`config.mk`:
```
export PLATFORM = sky130hd
export DESIGN_NAME = spad_pixel_packer_flat
export DESIGN_NICKNAME = d
export VERILOG_FILES = /design/src/rtl/spad_pixel_packer_if.sv /design/src/rtl/spad_pixel_packer.sv /design/src/flat_wrapper.sv
export SDC_FILE = /design/constraint.sdc
export NUM_CORES = 1
export LEC_CHECK = 0
export ABC_CLOCK_PERIOD_IN_PS = 20500
export BUFFER_PORTS_ARGS = -buffer_cell sky130_fd_sc_hd__buf_2
export CAP_MARGIN = 30
export CORE_AREA = 10 10 167 169
export CTS_CLUSTER_DIAMETER = 50
export DETAILED_ROUTE_END_ITERATION = 12
export DIE_AREA = 0 0 177 179
export GPL_TIMING_DRIVEN = 0
export PLACE_DENSITY_LB_ADDON = 0.1
export SLEW_MARGIN = 0
export SYNTH_ARGS = -nofsm -noshare
export SYNTH_HDL_FRONTEND = slang
export SYNTH_SLANG_ARGS = --single-unit
```
`constraint.sdc`:
```
create_clock -name clk -period 20.5 [get_ports clk]
set_input_delay 3.075 -clock clk [delete_from_list [all_inputs] [get_ports clk]]
set_output_delay 3.075 -clock clk [all_outputs]
set_load 0.005 [all_outputs]
```
`src/rtl/spad_pixel_packer_if.sv`:
```
// -----------------------------------------------------------------------------
// spad_pixel_packer_if
// Bundles the SPAD manager beat bus and the packed-word stream into one
// interface.
//   Beat side   : ReadEnable, PixelIn0..PixelIn3, RowSelect, ColSelect, RowGroup
//   Stream side : TData, TValid, TReady, TLast, TUser
// Modports:
//   master : environment view (drives beats, consumes the stream)
//   slave  : packer view (receives beats, produces the stream)
// -----------------------------------------------------------------------------
interface spad_pixel_packer_if;
   logic        ReadEnable;
   logic [7:0]  PixelIn0;
   logic [7:0]  PixelIn1;
   logic [7:0]  PixelIn2;
   logic [7:0]  PixelIn3;
   logic [2:0]  RowSelect;
   logic [5:0]  ColSelect;
   logic        RowGroup;
   logic [63:0] TData;
   logic        TValid;
   logic        TReady;
   logic        TLast;
   logic        TUser;

   modport master (
      output ReadEnable, PixelIn0, PixelIn1, PixelIn2, PixelIn3,
             RowSelect, ColSelect, RowGroup, TReady,
      input  TData, TValid, TLast, TUser
   );

   modport slave (
      input  ReadEnable, PixelIn0, PixelIn1, PixelIn2, PixelIn3,
             RowSelect, ColSelect, RowGroup, TReady,
      output TData, TValid, TLast, TUser
   );
endinterface

```
`src/rtl/spad_pixel_packer.sv`:
```
// -----------------------------------------------------------------------------
// spad_pixel_packer
// Pairs consecutive 32-bit SPAD pixel beats into 64-bit words (even beat in
// the low half) and queues them in a 4-entry output FIFO with TValid/TReady.
// A frame is 1024 beats starting at RowGroup=0/RowSelect=0/ColSelect=0.
// Ports:
//   clk          : clock, rising edge
//   reset        : asynchronous, active-high
//   bus          : spad_pixel_packer_if.slave (beat input + word stream output)
//   DropCount    : saturating count of words lost to a full FIFO
//   SyncErrCount : saturating count of half-words discarded by a start beat
// Optional feature: define SPAD_PACKER_HEADER_EN to push a frame header word
// {16'hA5A5, 16'h0000, frame counter} (TUser=1) on every start beat.
// -----------------------------------------------------------------------------
module spad_pixel_packer (
   input  logic                      clk,
   input  logic                      reset,
   spad_pixel_packer_if.slave        bus,
   output logic [15:0]               DropCount,
   output logic [15:0]               SyncErrCount
);

`ifdef SPAD_PACKER_HEADER_EN
   localparam logic HDR_EN = 1'b1;
`else
   localparam logic HDR_EN = 1'b0;
`endif

   localparam int DEPTH = 4;

   function automatic logic [15:0] sat_add16(input logic [15:0] a, input logic [1:0] inc);
      logic [16:0] s;
      s = {1'b0, a} + {15'd0, inc};
      return s[16] ? 16'hFFFF : s[15:0];
   endfunction

   logic [31:0] beat;
   logic        start_beat;
   logic        last_beat;
   logic        even_beat;
   logic        odd_beat;

   logic        running;
   logic        pend_vld;
   logic        pend_first;
   logic [31:0] pend_data;
   logic [31:0] frame_cnt;

   logic        vld_p0;
   logic [63:0] data_p0;
   logic        last_p0;
   logic        user_p0;

   logic [65:0] mem [DEPTH];
   logic [2:0]  count;
   logic [1:0]  wr_ptr;
   logic [1:0]  rd_ptr;

   logic        pop;
   logic        push_a;
   logic        push_b;
   logic        acc_a;
   logic        acc_b;
   logic [2:0]  room;
   logic [1:0]  drops;
   logic [63:0] hdr_word;

   assign beat       = {bus.PixelIn3, bus.PixelIn2, bus.PixelIn1, bus.PixelIn0};
   assign start_beat = bus.ReadEnable && !bus.RowGroup &&
                       (bus.RowSelect == 3'd0) && (bus.ColSelect == 6'd0);
   assign last_beat  = bus.RowGroup && (&bus.RowSelect) && (&bus.ColSelect);
   // pend_vld can only be set once a start beat has been seen, so it
   // alone decides the beat's parity inside a running frame.
   assign even_beat  = bus.ReadEnable && !start_beat && running && !pend_vld;
   assign odd_beat   = bus.ReadEnable && !start_beat && running && pend_vld;

   // Header carries the post-increment frame number.
   assign hdr_word   = {16'hA5A5, 16'h0000, frame_cnt + 32'd1};

   // Two pushes can land in one cycle: the staged pixel word from the previous
   // frame's last beat and the header of a start beat. The pixel word goes first.
   always_comb begin
      pop    = (count != 3'd0) && bus.TReady;
      push_a = vld_p0;
      push_b = HDR_EN && start_beat;
      room   = 3'(DEPTH) - count + {2'b00, pop};
      acc_a  = push_a && (room != 3'd0);
      acc_b  = push_b && (room > {2'b00, acc_a});
      drops  = {1'b0, push_a && !acc_a} + {1'b0, push_b && !acc_b};
   end

   // Control state: frame tracking, stage valid, FIFO pointers, counters.
   always_ff @(posedge clk or posedge reset) begin
      if (reset) begin
         running      <= 1'b0;
         pend_vld     <= 1'b0;
         frame_cnt    <= 32'd0;
         vld_p0       <= 1'b0;
         count        <= 3'd0;
         wr_ptr       <= 2'd0;
         rd_ptr       <= 2'd0;
         DropCount    <= 16'd0;
         SyncErrCount <= 16'd0;
      end else begin
         vld_p0 <= odd_beat;
         if (start_beat) begin
            running   <= 1'b1;
            pend_vld  <= 1'b1;
            frame_cnt <= frame_cnt + 32'd1;
            if (pend_vld)
               SyncErrCount <= sat_add16(SyncErrCount, 2'd1);
         end else if (even_beat) begin
            pend_vld <= 1'b1;
         end else if (odd_beat) begin
            pend_vld <= 1'b0;
         end
         count     <= count + {2'b00, acc_a} + {2'b00, acc_b} - {2'b00, pop};
         wr_ptr    <= wr_ptr + {1'b0, acc_a} + {1'b0, acc_b};
         if (pop)
            rd_ptr <= rd_ptr + 2'd1;
         DropCount <= sat_add16(DropCount, drops);
      end
   end

   // Data path: pending half, p0 word stage, FIFO storage (no reset needed,
   // everything here is qualified by a control valid).
   always_ff @(posedge clk) begin
      if (start_beat || even_beat) begin
         pend_data  <= beat;
         pend_first <= start_beat;
      end
      if (odd_beat) begin
         data_p0 <= {beat, pend_data};
         last_p0 <= last_beat;
         user_p0 <= pend_first && !HDR_EN;
      end
      if (acc_a)
         mem[wr_ptr] <= {data_p0, last_p0, user_p0};
      if (acc_b)
         mem[wr_ptr + {1'b0, acc_a}] <= {hdr_word, 1'b0, 1'b1};
   end

   // Outputs read straight from the FIFO head, forced to zero when empty.
   assign bus.TValid = (count != 3'd0);
   assign {bus.TData, bus.TLast, bus.TUser} = bus.TValid ? mem[rd_ptr] : 66'd0;

endmodule

```
`src/flat_wrapper.sv`:
```
// flat-port wrapper written by rule: the top's interface ports become plain ports
module spad_pixel_packer_flat 
  (clk, reset, DropCount, SyncErrCount, bus_ReadEnable, bus_PixelIn0, bus_PixelIn1, bus_PixelIn2, bus_PixelIn3, bus_RowSelect, bus_ColSelect, bus_RowGroup, bus_TReady, bus_TData, bus_TValid, bus_TLast, bus_TUser);
  spad_pixel_packer_if bus_i ();
  input  logic clk;
  input  logic reset;
  output logic [15:0] DropCount;
  output logic [15:0] SyncErrCount;
  input wire logic [$bits(bus_i.ReadEnable)-1:0] bus_ReadEnable;
  input wire logic [$bits(bus_i.PixelIn0)-1:0] bus_PixelIn0;
  input wire logic [$bits(bus_i.PixelIn1)-1:0] bus_PixelIn1;
  input wire logic [$bits(bus_i.PixelIn2)-1:0] bus_PixelIn2;
  input wire logic [$bits(bus_i.PixelIn3)-1:0] bus_PixelIn3;
  input wire logic [$bits(bus_i.RowSelect)-1:0] bus_RowSelect;
  input wire logic [$bits(bus_i.ColSelect)-1:0] bus_ColSelect;
  input wire logic [$bits(bus_i.RowGroup)-1:0] bus_RowGroup;
  input wire logic [$bits(bus_i.TReady)-1:0] bus_TReady;
  output wire logic [$bits(bus_i.TData)-1:0] bus_TData;
  output wire logic [$bits(bus_i.TValid)-1:0] bus_TValid;
  output wire logic [$bits(bus_i.TLast)-1:0] bus_TLast;
  output wire logic [$bits(bus_i.TUser)-1:0] bus_TUser;
  assign bus_i.ReadEnable = bus_ReadEnable;
  assign bus_i.PixelIn0 = bus_PixelIn0;
  assign bus_i.PixelIn1 = bus_PixelIn1;
  assign bus_i.PixelIn2 = bus_PixelIn2;
  assign bus_i.PixelIn3 = bus_PixelIn3;
  assign bus_i.RowSelect = bus_RowSelect;
  assign bus_i.ColSelect = bus_ColSelect;
  assign bus_i.RowGroup = bus_RowGroup;
  assign bus_i.TReady = bus_TReady;
  assign bus_TData = bus_i.TData;
  assign bus_TValid = bus_i.TValid;
  assign bus_TLast = bus_i.TLast;
  assign bus_TUser = bus_i.TUser;
  spad_pixel_packer u_core (.clk(clk), .reset(reset), .bus(bus_i), .DropCount(DropCount), .SyncErrCount(SyncErrCount));
endmodule
```
==> results.cfg <==
[worst_hold_path]
holdCritStartpoint = u_core.pend_data[12]$_DFFE_PP_
hold_path_class = reg2reg

[cells_and_area]
area_delta_synth_final_pct = 18.74
drive_above_1_share_pct = 32.16
n_fill_cell = 1476
final_nets = 1025

[synthesis]
synth_top_cell_area_share_pct = 71.96
synth.area.top_cells = edfxtp_1, mux4_2, dfrtp_1
ys_seq_area_share_pct = 78.90
syn_inst = 750
yosysWarnings = 0
syn_nets = 805
async_reset_ff_share_pct = 10.37
yosysUniqueCellTypes = 43
dominantRegCellSynth = edfxtp_1
synth_area_um2 = 15150
ys_ff_latch = 405
synth_edf_count = 363
syn_avg_cell_area_um2 = 20.20
synth_largest_area_cell = edfxtp_1

[global_route]
grt_pass1_vias = 8228
grt_max_degree = 43
grt_pass1_wl_um = 46290
grt-ovfl-total = 0
grtUsageTotal_pct = 19.00
antenna_found_initial = 2

[run_status]
status = completed

[clock_network]
cts-hold-fix-buffers = 0
cts_setup_buffers = 0
clock_latency_ns = 0.52
h-tree-depth = 2
post_cts_resized = 0
cts_tree = yes
cts.path.max_buffers = 3
clock_sinks = 405
numCtsBuffers = 39
clk_pin_slew_ns = 0.06
root_buffer = clkbuf_16

[sta]
setup_tns_ns = 0
finalCriticalPeriod_ns = 5.875
finalCritPeriodShare_pct = 28.66
tightest_slew_ns = 0.9461
hold_viol_final = 0
setup_viol = 0
finalClockSkew_ns = 0.01065
max_slew_margin_pct = 36.65
grt_setup_unrepaired = no
slew_violations = 0
timing.fmax_mhz = 170.2
setup_ws_ns = 14.62

[detailed_routing]
viasPerCell = 5.793
wl_per_cell_um = 22.57
drtIter0Drc = 430
ant_nets = 0
dr.pass1.iters = 5
drc_errors = 0
drt_wl_total_um = 29920
vias = 7681

[setup_path]
path_cells = buf_1 > buf_1 > mux4_2 > and2_1 > buf_2
r2r-start = u_core.count[2]$_DFF_PP0_
endpoint_kind = primary output
crit_buf_inv = 3
crit_type = reg2out
cpMostUsedCell = buf_1
cp-start-kind = register
critPathLaunch = u_core.rd_ptr[1]$_DFFE_PP0P_
cp_max_fo = 10
critPathRequiredTime_ns = 17.43
critPathMaxStageDelay_ns = 0.67
arrival_ns = 2.80
cp_top_family = buffers and inverters
slowest_stage = buf_1

[die]
die_area_um2 = 31680
core_um2 = 24750
initial_utilization_pct = 61.21
io_pins = 145
rows = 58
dieWidth_um = 177
die_h_um = 179

[run]
maxCapViolCount = 0

[placed_design]
pre_cts_ws_ns = 14.39
finalWeightedCongestion = 0.8848
hpwl_um = 20430
portBuffers = 144

[pwr]
p_leak_nw = 6.418
ir_drop_mv = 0.08066
power_per_cell_area_nw_per_um2 = 112.6
==> metrics by stage <==
| stage | instance area (um2) | hold slack [ns] | std cells | utilization, % | power, mW |
|---|---|---|---|---|---|
| final | 17990 | 0.4169 | 1326 | 72.69 | 2.025 |
| after global routing | 17980 | 0.4223 | 1325 | 72.68 | 2.115 |
| after floorplan | 15150 | 0.4003 | 750 | - | 1.198 |
| after global placement | 16280 | 0.4016 | 1224 | 65.80 | 1.365 |
| after CTS | 17980 | 0.4188 | 1325 | 72.68 | 2.056 |
| after detailed placement | 16770 | 0.4045 | 1259 | 67.79 | 1.381 |
==> metal layers <==
metal  part of all wire (%)  routed length, um  vias up  track usage [%]
met3                    7.0               2097       43            4.739
li1                       -                  -     3418                -
met2                     51              15290      260            32.78
met5                      0                  0        -                0
met4                    1.6                491        0            4.448
met1                     40              12040     3960            23.88
==> cell families after synthesis <==
kind of cell    share of synthesized area [%]
compound gates                         0.7682
fa+ha+maj                              0.7930
flops                                   78.90
buf+inv                                 1.107
simple gates                            6.988
mux                                     10.47
xor+xnor                               0.9829
==> path summary, 6_finish.rpt <==
check | endpoint | slack [ns] | cells past startpoint
max reg2reg | u_core.DropCount[14]$_DFF_PP0_ | 16.53 | 14
max | bus_TData[44] | 14.62 | 5
min in group asynchronous | u_core.DropCount[6]$_DFF_PP0_ | 2.76 | 2
min | u_core.data_p0[12]$_DFFE_PP_ | 0.42 | 0
max in group asynchronous | u_core.SyncErrCount[13]$_DFFE_PP0P_ | 17.16 | 2
min reg2reg | u_core.data_p0[12]$_DFFE_PP_ | 0.42 | 0
==> cell type report <==
| type | count | area, um2 | share of cell area, % |
|---|---|---|---|
| multi-input combinational | 302 | 3065 | 17.04 |
| buffer | 24 | 96.34 | 0.5356 |
| clock buffer | 52 | 1097 | 6.100 |
| sequential | 405 | 11950 | 66.44 |
| inverter | 19 | 71.32 | 0.3965 |
| tap | 330 | 412.9 | 2.295 |
| clock inverter | 14 | 112.6 | 0.6260 |
| timing repair buffer | 179 | 1177 | 6.546 |
| antenna | 1 | 2.502 | 0.01391 |
==> flip-flops by register name (all words and copies together), names as in the netlist <==
| signal | flops |
|---|---|
| u_core.DropCount | 16 |
| u_core.SyncErrCount | 16 |
| u_core.count | 3 |
| u_core.data_p0 | 64 |
| u_core.last_p0 | 1 |
| u_core.mem | 264 |
| u_core.pend_data | 32 |
| u_core.pend_first | 1 |
| u_core.pend_vld | 1 |
| u_core.push_a | 1 |
| u_core.rd_ptr | 2 |
| u_core.running | 1 |
| u_core.user_p0 | 1 |
| u_core.wr_ptr | 2 |
==> synthesized netlist by cell type (all sizes together), types with 2 or more instances <==
library cell / number
mux2i: 2
nand3: 20
nand2b: 5
buf: 9
and3: 2
nor2: 7
nor3b: 4
mux2: 7
nand2: 30
nor4: 8
nand4: 11
ha: 8
o41ai: 3
and4: 2
xor2: 9
o31ai: 2
or3: 7
or4: 5
inv: 19
clkbuf: 15
mux4: 66
or2: 2
and2: 67
xnor2: 8
o21ai: 8
edfxtp: 363
nor3: 9
dfrtp: 42
==> worst reg2reg max path, cell delays in order, from the launching register on <==
cell and delay [ns]:
dfrtp_1 0.41, or3_1 0.48, nand2_1 0.17, ha_1 0.17, inv_1 0.05, ha_1 0.19
xor2_1 0.16, or3_1 0.34, nor2_1 0.20, ha_1 0.24, ha_1 0.24, nand4_1 0.19
or3_1 0.42, nor3_1 0.21, mux2_2 0.36
==> where the power goes <==
part	internal [mW]	switching, mW
Combinational	0.234	0.209
Sequential	0.899	0.00794
Clock	0.399	0.276
Total	1.53	0.493
==> placed cells by master (no fill, tap or decap), drive strengths merged, types with 8 or more instances in the layout <==
cell | Yosys | layout
nor3 | 9 | 9
edfxtp | 363 | 363
inv | 19 | 20
clkbuf | 15 | 67
mux4 | 66 | 66
and2 | 67 | 67
o21ai | 8 | 8
nand4 | 11 | 11
clkinv | 0 | 11
dfrtp | 42 | 42
ha | 8 | 8
nand2 | 30 | 30
xor2 | 9 | 9
xnor2 | 8 | 8
buf | 9 | 188
nor4 | 8 | 8
nand3 | 20 | 20
Power figures use the tool's default switching activity.
